--- src/rtl/hazard_pkg.sv ---
// Shared definitions for the pipeline hazard controller.
// Holds result-tag encodings, use-time codes, forward select encodings and the
// Tnew lookup (cycles until a producer's value exists, by tag and pipe stage).
package hazard_pkg;

  // Result tags carried down the pipeline with each instruction.
  localparam logic [1:0] ResNw  = 2'b00;
  localparam logic [1:0] ResAlu = 2'b01;
  localparam logic [1:0] ResDm  = 2'b10;
  localparam logic [1:0] ResPc  = 2'b11;

  // Use-time codes for D-stage source operands.
  localparam logic [1:0] TuseD    = 2'd0;
  localparam logic [1:0] TuseE    = 2'd1;
  localparam logic [1:0] TuseM    = 2'd2;
  localparam logic [1:0] TuseNone = 2'd3;

  // D-stage compare mux selects.
  localparam logic [1:0] FwdDRf  = 2'd0;
  localparam logic [1:0] FwdDM   = 2'd1;
  localparam logic [1:0] FwdDEPc = 2'd2;
  localparam logic [1:0] FwdDW   = 2'd3;

  // E-stage ALU operand mux selects.
  localparam logic [1:0] FwdERf = 2'd0;
  localparam logic [1:0] FwdEM  = 2'd1;
  localparam logic [1:0] FwdEW  = 2'd2;

  typedef enum logic [1:0] {StageE, StageM, StageW} stage_e;

  // Cycles until the producer's result is available, given where it sits now.
  function automatic logic [1:0] tnew(input logic [1:0] tag, input stage_e stage);
    logic [1:0] t;
    t = 2'd0;
    case (stage)
      StageE: begin
        if (tag == ResAlu) t = 2'd1;
        else if (tag == ResDm) t = 2'd2;
      end
      StageM: begin
        if (tag == ResDm) t = 2'd1;
      end
      default: t = 2'd0;
    endcase
    return t;
  endfunction

endpackage

--- src/rtl/mdu_busy_tracker.sv ---
// Multiply/divide unit occupancy tracker.
// Loads a latency countdown when a mult/div issues in E (unless flushed) and
// reports busy while the count is nonzero or an issue is happening now.
// Ports: clk, reset (sync, active-high), md_start_i, md_is_div_i, flush_i,
//        md_busy_o.
module mdu_busy_tracker
  import hazard_pkg::*;
#(
  parameter int unsigned MULT_CYCLES = 5,
  parameter int unsigned DIV_CYCLES  = 10
) (
  input  logic clk,
  input  logic reset,
  input  logic md_start_i,
  input  logic md_is_div_i,
  input  logic flush_i,
  output logic md_busy_o
);

  localparam logic [5:0] MultCnt = 6'(MULT_CYCLES);
  localparam logic [5:0] DivCnt  = 6'(DIV_CYCLES);

  logic [5:0] cnt_q, cnt_d;
  logic       load;

  assign load = md_start_i & ~flush_i;

  // A flush leaves a running count alone: its issuer has already left M.
  always_comb begin
    cnt_d = cnt_q;
    if (load) begin
      cnt_d = md_is_div_i ? DivCnt : MultCnt;
    end else if (cnt_q != 6'd0) begin
      cnt_d = cnt_q - 6'd1;
    end
  end

  always_ff @(posedge clk) begin
    if (reset) begin
      cnt_q <= 6'd0;
    end else begin
      cnt_q <= cnt_d;
    end
  end

  assign md_busy_o = (cnt_q != 6'd0) | load;

endmodule

--- src/rtl/hazard_unit.sv ---
// Central hazard controller for the five-stage MIPS pipeline.
// Compares D-stage sources against E/M/W destinations using result tags and
// use-times to produce stalls, pipeline-register clears and forward selects.
// Tracks MDU occupancy and counts stalled cycles.
// Ports: clk, reset (sync, active-high); D/E/M source and destination register
//        numbers, tuse codes, Res_E/M/W tags, MDU and exception controls in;
//        stallF/stallD, IFID/IDEX/EXMEM clears, fwdRsD/fwdRtD/fwdRsE/fwdRtE/
//        fwdRtM selects, mdBusy and the 32-bit stallCount out.
module hazard_unit
  import hazard_pkg::*;
#(
  parameter int unsigned MULT_CYCLES = 5,
  parameter int unsigned DIV_CYCLES  = 10
) (
  input  logic        clk,
  input  logic        reset,
  input  logic [4:0]  rsD,
  input  logic [4:0]  rtD,
  input  logic [1:0]  tuseRsD,
  input  logic [1:0]  tuseRtD,
  input  logic [4:0]  rsE,
  input  logic [4:0]  rtE,
  input  logic [4:0]  rtM,
  input  logic [4:0]  writeRegE,
  input  logic [4:0]  writeRegM,
  input  logic [4:0]  writeRegW,
  input  logic [1:0]  Res_E,
  input  logic [1:0]  Res_M,
  input  logic [1:0]  Res_W,
  input  logic        mdStartE,
  input  logic        mdIsDivE,
  input  logic        mdUseD,
  input  logic        excReq,
  input  logic        eretM,
  output logic        stallF,
  output logic        stallD,
  output logic        IFID_clr,
  output logic        IDEX_clr,
  output logic        EXMEM_clr,
  output logic [1:0]  fwdRsD,
  output logic [1:0]  fwdRtD,
  output logic [1:0]  fwdRsE,
  output logic [1:0]  fwdRtE,
  output logic        fwdRtM,
  output logic        mdBusy,
  output logic [31:0] stallCount
);

  // Stall when the consumer needs the value sooner than an E/M producer has it.
  function automatic logic src_hazard(input logic [4:0] src, input logic [1:0] tuse,
                                      input logic [4:0] wr_e, input logic [1:0] res_e,
                                      input logic [4:0] wr_m, input logic [1:0] res_m);
    logic hit_e, hit_m;
    hit_e = (src == wr_e) && (res_e != ResNw) && (tuse < tnew(res_e, StageE));
    hit_m = (src == wr_m) && (res_m != ResNw) && (tuse < tnew(res_m, StageM));
    return (tuse != TuseNone) && (src != 5'd0) && (hit_e || hit_m);
  endfunction

  // Only a link (PC+8) value is ready in E; ALU/link values are ready in M.
  function automatic logic [1:0] fwd_sel_d(input logic [4:0] src,
                                           input logic [4:0] wr_e, input logic [1:0] res_e,
                                           input logic [4:0] wr_m, input logic [1:0] res_m,
                                           input logic [4:0] wr_w, input logic [1:0] res_w);
    logic [1:0] sel;
    sel = FwdDRf;
    if (src != 5'd0) begin
      if ((src == wr_e) && (res_e == ResPc)) begin
        sel = FwdDEPc;
      end else if ((src == wr_m) && ((res_m == ResAlu) || (res_m == ResPc))) begin
        sel = FwdDM;
      end else if ((src == wr_w) && (res_w != ResNw)) begin
        sel = FwdDW;
      end
    end
    return sel;
  endfunction

  function automatic logic [1:0] fwd_sel_e(input logic [4:0] src,
                                           input logic [4:0] wr_m, input logic [1:0] res_m,
                                           input logic [4:0] wr_w, input logic [1:0] res_w);
    logic [1:0] sel;
    sel = FwdERf;
    if (src != 5'd0) begin
      if ((src == wr_m) && ((res_m == ResAlu) || (res_m == ResPc))) begin
        sel = FwdEM;
      end else if ((src == wr_w) && (res_w != ResNw)) begin
        sel = FwdEW;
      end
    end
    return sel;
  endfunction

  logic        flush;
  logic        data_stall;
  logic        md_stall;
  logic        stall;
  logic        md_busy;
  logic [31:0] stall_count_q, stall_count_d;

  assign flush = excReq | eretM;

  mdu_busy_tracker #(
    .MULT_CYCLES (MULT_CYCLES),
    .DIV_CYCLES  (DIV_CYCLES)
  ) u_mdu_busy_tracker (
    .clk         (clk),
    .reset       (reset),
    .md_start_i  (mdStartE),
    .md_is_div_i (mdIsDivE),
    .flush_i     (flush),
    .md_busy_o   (md_busy)
  );

  assign data_stall = src_hazard(rsD, tuseRsD, writeRegE, Res_E, writeRegM, Res_M) |
                      src_hazard(rtD, tuseRtD, writeRegE, Res_E, writeRegM, Res_M);
  assign md_stall   = mdUseD & md_busy;
  assign stall      = data_stall | md_stall;

  // Flush outranks stall: the stalled instruction is being discarded anyway.
  always_comb begin
    stallF    = 1'b0;
    stallD    = 1'b0;
    IFID_clr  = 1'b0;
    IDEX_clr  = 1'b0;
    EXMEM_clr = 1'b0;
    if (flush) begin
      IFID_clr  = 1'b1;
      IDEX_clr  = 1'b1;
      EXMEM_clr = 1'b1;
    end else if (stall) begin
      stallF   = 1'b1;
      stallD   = 1'b1;
      IDEX_clr = 1'b1;
    end
  end

  assign fwdRsD = fwd_sel_d(rsD, writeRegE, Res_E, writeRegM, Res_M, writeRegW, Res_W);
  assign fwdRtD = fwd_sel_d(rtD, writeRegE, Res_E, writeRegM, Res_M, writeRegW, Res_W);
  assign fwdRsE = fwd_sel_e(rsE, writeRegM, Res_M, writeRegW, Res_W);
  assign fwdRtE = fwd_sel_e(rtE, writeRegM, Res_M, writeRegW, Res_W);
  assign fwdRtM = (rtM != 5'd0) && (rtM == writeRegW) && (Res_W != ResNw);

  assign mdBusy = md_busy;

  always_comb begin
    stall_count_d = stall_count_q;
    if (stallD) begin
      stall_count_d = stall_count_q + 32'd1;
    end
  end

  always_ff @(posedge clk) begin
    if (reset) begin
      stall_count_q <= 32'd0;
    end else begin
      stall_count_q <= stall_count_d;
    end
  end

  assign stallCount = stall_count_q;

endmodule

--- config.mk ---
export PLATFORM = sky130hd
export DESIGN_NAME = hazard_unit
export DESIGN_NICKNAME = d
export VERILOG_FILES = /design/src/rtl/hazard_pkg.sv /design/src/rtl/mdu_busy_tracker.sv /design/src/rtl/hazard_unit.sv
export SDC_FILE = /design/constraint.sdc
export NUM_CORES = 1
export LEC_CHECK = 0
export CORE_ASPECT_RATIO = 0.7
export CORE_MARGIN = 8
export CORE_UTILIZATION = 30
export CTS_BUF_LIST = sky130_fd_sc_hd__clkbuf_8
export CTS_CLUSTER_DIAMETER = 80
export DETAILED_ROUTE_END_ITERATION = 16
export SYNTH_ARGS = -nofsm -noshare
export SYNTH_HDL_FRONTEND = slang
export SYNTH_SLANG_ARGS = --single-unit
--- constraint.sdc ---
create_clock -name clk -period 4.75 [get_ports clk]
set_clock_uncertainty 0.1 [all_clocks]
set_input_delay 1.1875 -clock clk [delete_from_list [all_inputs] [get_ports clk]]
set_output_delay 1.1875 -clock clk [all_outputs]
set_load 0.01 [all_outputs]
---- Word-level counts from Yosys, hierarchy flattened ----
Cells that the tools add are included.
operators by class
  add/sub/neg operators ................... 2
  multiply operators ...................... 0
  divide/modulo/power cells ............... 0
  magnitude comparators ................... 4
  equality and inequality tests ........... 19
  shift-type cells ........................ 0
  mux-type cells .......................... 24
  bitwise logic cells ..................... 7
  reductions and logical operators ........ 37
operator list
  kind                                               number
  == test 5 bit                                      11
  adder 32 x 1 -> 32 bit (second input constant)     1
  2-to-1 mux 2 bit                                   16
  nonzero test 5 bit                                 5
  logical AND 1 bit                                  24
  2-to-1 mux 6 bit                                   2
  == test 2 bit (second input constant)              4
  less-than comparator 2 bit                         4
  nonzero test 2 bit                                 4
  nonzero test 6 bit                                 1
  subtractor 6 x 1 -> 6 bit (second input constant)  1
  2-to-1 mux 1 bit                                   5
  == test 2 x 1 -> 1 bit (second input constant)     2
  2-to-1 mux 4 bit                                   1
  != test 2 bit (second input constant)              2
  bitwise OR 1 bit                                   4
  logical OR 1 bit                                   3
  AND 1 bit                                          2
  inverter 1 bit                                     1
storage, ports and cells
  register bits ........................... 38
  bits in latches ......................... 0
  memory bits (writable) .................. 0
  ROM bits ................................ 0
  logic and storage cells ................. 95
  memories ................................ 0

---- Logic depth before layout (Yosys ltp) ----
  word-level depth ........................ 11
  gate-level depth with buffers ........... 10
  gate-level depth less buffers ........... 9

---- Hierarchy ----
Synthesis repeated with hierarchy kept, for this count alone.
unflattened totals
  cells, all modules ...................... 377
  area, all modules ....................... 2,949.1 sq um
by module, submodules not included
  module            instances  cells each  area an instance (sq um)  seq. area each (sq um)
  hazard_unit       1          337         2,573.7                   640.6
  mdu_busy_tracker  1          40          375.4                     120.1

---- Worst setup path after synthesis ----
OpenSTA, ideal clock, no wires.
  kind .................................... input port to output port
  start point ............................. input port Res_E[0]
  end point ............................... output port stallF
  data arrival time ....................... 2.940 ns
  required time ........................... 3.463 ns
  path slack .............................. 0.522 ns
  cell stages on the path ................. 9
  path buffers ............................ 2
  cells stage by stage .................... nand2b_1 > ha_1 > a21oi_1 > o21ai_0 > nor4_2 > o211ai_2 > nand3_1 > buf_2 > buf_4
between the ends
  longest elaborated chain between the ends .. 11
  elaborated cells on any way between the ends .. 19
  classes of those cells .................. 2 x order compare; 2 x eq/ne; 4 x mux; 2 x bitwise; 9 x reduce/logical
RTL lines
  element                            RTL line            text
  start, declared                    hazard_unit.sv:27   input logic [1:0] Res_E,
  == test 2 bit                      hazard_pkg.sv:38    else if (tag == ResDm) t = 2'd2;
  2-to-1 mux 2 bit                   hazard_pkg.sv:38
  2-to-1 mux 2 bit                   hazard_pkg.sv:37    if (tag == ResAlu) t = 2'd1;
  less-than comparator 2 bit         hazard_unit.sv:54   hit_e = (src == wr_e) && (res_e != ResNw) && (tuse < tnew(res_e, StageE));
  logical AND 1 bit                  hazard_unit.sv:54
  logical OR 1 bit                   hazard_unit.sv:56   return (tuse != TuseNone) && (src != 5'd0) && (hit_e || hit_m);
  logical AND 1 bit                  hazard_unit.sv:56
  bitwise OR 1 bit (*)               hazard_unit.sv:114  assign data_stall = src_hazard(rsD, tuseRsD, writeRegE, Res_E, writeRegM, Res_M) |
  bitwise OR 1 bit (*)               hazard_unit.sv:117  assign stall = data_stall | md_stall;
  2-to-1 mux 1 bit (*) (2 in a row)  -
  end, declared                      hazard_unit.sv:35   output logic stallF,
Mark *: on every way between the ends. The rest lies on a longest branch, timed or not.

---- Worst setup path after layout ----
  start point ............................. input port writeRegM[2]
  end point ............................... output port fwdRsD[0]
between the ends
  longest elaborated chain between the ends .. 5
RTL lines
  element            RTL line           text
  start, declared    hazard_unit.sv:25  input logic [4:0] writeRegM,
  == test 5 bit      hazard_unit.sv:69  end else if ((src == wr_m) && ((res_m == ResAlu) || (res_m == ResPc))) begin
  logical AND 1 bit  hazard_unit.sv:69
  2-to-1 mux 2 bit   hazard_unit.sv:69
  2-to-1 mux 2 bit   hazard_unit.sv:67  if ((src == wr_e) && (res_e == ResPc)) begin
  2-to-1 mux 2 bit   hazard_unit.sv:66  if (src != 5'd0) begin
  end, declared      hazard_unit.sv:40  output logic [1:0] fwdRsD,
No other way between the ends.

==> impl_summary.md <==
Cells and area
Relative to the synthesized area, the layout overhead comes to 51.0%. The library cells used most frequently in the layout, excluding fill and tap cells, are sky130_fd_sc_hd__clkdlybuf4s50_1 (99), sky130_fd_sc_hd__buf_4 (38), sky130_fd_sc_hd__dfxtp_1 (38). The most common cell after layout, fill and taps aside is sky130_fd_sc_hd__clkdlybuf4s50_1.

Fill cells in the final layout number 943. 0 antenna diodes ended up in the layout. Of the cells placed in the final design, the portion with a size suffix greater than 1 is 0.132.

The core occupancy in the finished layout is 0.466. The final layout net count is 575.

CTS
Clock latency on the worst-skew pair, taken at its later pin, is 0.29 ns. In this run the clock root is driven by a sky130_fd_sc_hd__clkbuf_8. The TritonCTS clock tree is done. The maximum root-to-sink buffer count is 2. The deepest level of the CTS H-tree is 2. The post-cts resize count is 6. The clock transition time at the flip-flop clock pins of the worst setup and hold paths is 0.08 ns. CTS saw 38 sinks. The number of post-CTS setup repair buffers is 0. Buffers inserted during clock tree synthesis total 5. The number of buffers added to fix hold violations after cts is 0.

Synth
The fraction of the yosys area taken by sequential cells is 0.253. Among all flip-flop cells after synthesis, the most frequent one is sky130_fd_sc_hd__dfxtp_1. The synthesized design contains 38 register bits.

The number of distinct library cells after synthesis is 60. After synthesis the cells add up to 3000 sq um. The share of flip-flops with an asynchronous set or reset after synthesis is 0. The total nets after synthesis is 441. The synthesized design contains 0 enable-type register cells.

For this run, the number of Yosys warnings is 0. The mean cell area of the mapped netlist is 7.92 sq um. The post-synthesis cell count is 379.

Hold path
The path class of the tightest hold or removal check is register to register.

STA
Timing would allow up to 219 MHz. Counting I/O delays and the setup requirement, the final critical path takes 4.56 ns. In the finished design, the share of the clock period the worst path needs comes to 0.959. Setup violations remaining at the end of the flow were counted as 0. Setup repair after global routing left no endpoint under its margin. The relative slew slack is 0.627. In the post-route analysis, the smallest setup slack over all paths is 0.194 ns.

For the pin with the worst max-slew slack, the measured transition is 0.557 ns. The number of pins exceeding their max-slew limit in the final report is 0. The total count of hold-check failures in the final report is 0.

Placement
The wire-length estimate of the detail-placed layout is 8560 um. The number of port buffers is 103. The worst slack after detailed placement is -0.190 ns. At the end of routability-driven placement, the weighted congestion stood at 0.928.

Power and ir drop
Of the total power, registers draw 0.377. The net switching component of the power is 308 uW. Of the total power, the share spent switching nets is 0.327. The cell leakage power is 0.00164 uW. The worst-case IR drop observed on VDD is 0.000107 V.

The internal power of the cells is 634 uW. Dividing total power by cell area gives a power density of 208 nW/um^2. Of the total power, the clock network draws 0.256.

The combinational cell fraction of total power is 0.367.

Detailed routing
The number of search-and-repair iterations in the first detailed-routing pass is 4. In this run, the number of DRC markers left after iteration 0 of detailed routing was 141. The post-detailed-route via-to-cell ratio is 5.02. The detail-routed net length per standard cell is 16.3 um. The detailed router placed 3226 vias in this run. The remaining number of nets flagged by the antenna check after routing is 0. The total detailed-routing wirelength is 10500 um. The post-detailed-route DRC marker count is 0.

Global route
The number of antenna violations at the first check in global routing is 0. For this run the aggregate overflow at the end of global routing stands at 0. The global routing usage summed across all routing layers is 0.154.

The via count of the first global-routing pass came to 3238. The wire length of the first global-routing pass is 16900 um. Entering global routing, the biggest net connects 32 pins.

Floorplan
The boundary pin count is 104. The area of the die is 13500 sq um. The number of placement rows is 30.

The floorplan step set the die width to 136 um. The starting utilization of the core area is 0.309. The y dimension of the die is 99.7 um. After floorplanning, the core was sized to cover 9720 sq um.

Job
Max-cap violations in this run came to 0.

Critical path
STA classifies the critical path startpoint as an input port. The critical path is of the input port to output pin type. The nature of the critical path endpoint is an output pin. The largest fanout on the critical path is 4.

The register-to-register setup slack is 2.21 ns. The worst endpoint data arrival time is 3.27 ns. The data required time of the worst path is 3.46 ns.

Status
The flow ran to the end, and the final reports show no timing, DRC or antenna violations.
-- stage by stage --
| step | setup TNS (ns) | power (uW) | area (sq um) | instances | hold WS, ns |
|---|---|---|---|---|---|
| 3_5_place_dp | -0.564 | 710 | 4430 | 634 | 0.412 |
| 4_1_cts | 0 | 950 | 4530 | 642 | 0.427 |
| 5_1_grt | 0 | 1010 | 4530 | 642 | 0.465 |
| 6_report | 0 | 942 | 4530 | 642 | 0.422 |
| 2_1_floorplan | 0 | 557 | 3000 | 379 | 0.381 |
| 3_3_place_gp | -0.449 | 702 | 4430 | 634 | 0.405 |
-- path summary, 6_finish.rpt --
path / end / start / depth (start not counted)
hold reg to reg: stallCount[29]$_SDFFE_PP0P_ / stallCount[29]$_SDFFE_PP0P_ / 2
setup / recovery: fwdRsD[0] / writeRegM[2] / 7
hold / removal: stallCount[29]$_SDFFE_PP0P_ / stallCount[29]$_SDFFE_PP0P_ / 2
setup reg to reg: stallCount[28]$_SDFFE_PP0P_ / stallCount[3]$_SDFFE_PP0P_ / 7
-- cell type report --
| class | instances | area, sq um | area share |
|---|---|---|---|
| Multi-Input combinational cell | 307 | 2110 | 0.466 |
| Timing Repair Buffer | 142 | 1330 | 0.294 |
| Sequential cell | 38 | 761 | 0.168 |
| Tap cell | 128 | 160 | 0.0353 |
| Clock buffer | 6 | 82.6 | 0.0182 |
| Inverter | 19 | 71.3 | 0.0157 |
| Clock inverter | 2 | 12.5 | 0.00276 |
-- Yosys cell counts, drive strengths merged (3+ instances only) --
cell    number  share of area
nor2b        5          0.010
mux2         5          0.019
nand4        6          0.013
inv         19          0.024
and2         5          0.010
nand3       27          0.047
nor2        37          0.049
nand2       25          0.032
nor4        11          0.025
or4          3         0.0075
xor2        28          0.082
nand3b       3         0.0075
dfxtp       38           0.25
clkbuf       9          0.011
and4         5          0.015
a21oi       23          0.040
o21a         3         0.0075
a311oi       8          0.031
nor3        13          0.029
xnor2       37           0.11
o21ai       10          0.018
buf          6          0.012
a21o         8          0.020
o211ai       3          0.011
a21bo        3          0.010
and3        10          0.021
or3          6          0.014
ha           5          0.021
-- critical path, cell delays in order --
cell,delay [ns]
sky130_fd_sc_hd__clkdlybuf4s50_1,0.58
sky130_fd_sc_hd__xor2_1,0.22
sky130_fd_sc_hd__nor3_1,0.27
sky130_fd_sc_hd__buf_4,0.16
sky130_fd_sc_hd__and3_2,0.16
sky130_fd_sc_hd__o211a_1,0.14
sky130_fd_sc_hd__clkdlybuf4s50_1,0.55
-- logic make-up after synthesis --
logic type               synth area share
buffers and inverters              0.0467
flip-flops                          0.253
AND/OR/NAND/NOR                     0.290
AO/OA/AOI/OAI                       0.177
multiplexers                       0.0221
XOR/XNOR                            0.190
adder cells (fa/ha/maj)            0.0208
-- power by group through the flow --
stage	Sequential (uW)	Clock [uW]	Combinational, uW
3_3_place_gp	362	0	340
3_5_place_dp	362	0	348
2_1_floorplan	360	0	198
6_report	355	241	346
4_1_cts	355	246	349
5_1_grt	359	262	387
-- state kept, by name, indices dropped and copies added, names as in the netlist --
register and cells:
stallCount 32, u_mdu_busy_tracker.cnt_q 6
-- layer usage --
metal / GRT usage / vias to the layer above / routed length, um
met5: 0 / - / 0
met3: 0.0383 / 6 / 612
li1: - / 1627 / -
met4: 0.0230 / 0 / 64
met2: 0.250 / 75 / 4780
met1: 0.204 / 1518 / 4990
No activity file was read; power rests on OpenSTA's default activity.
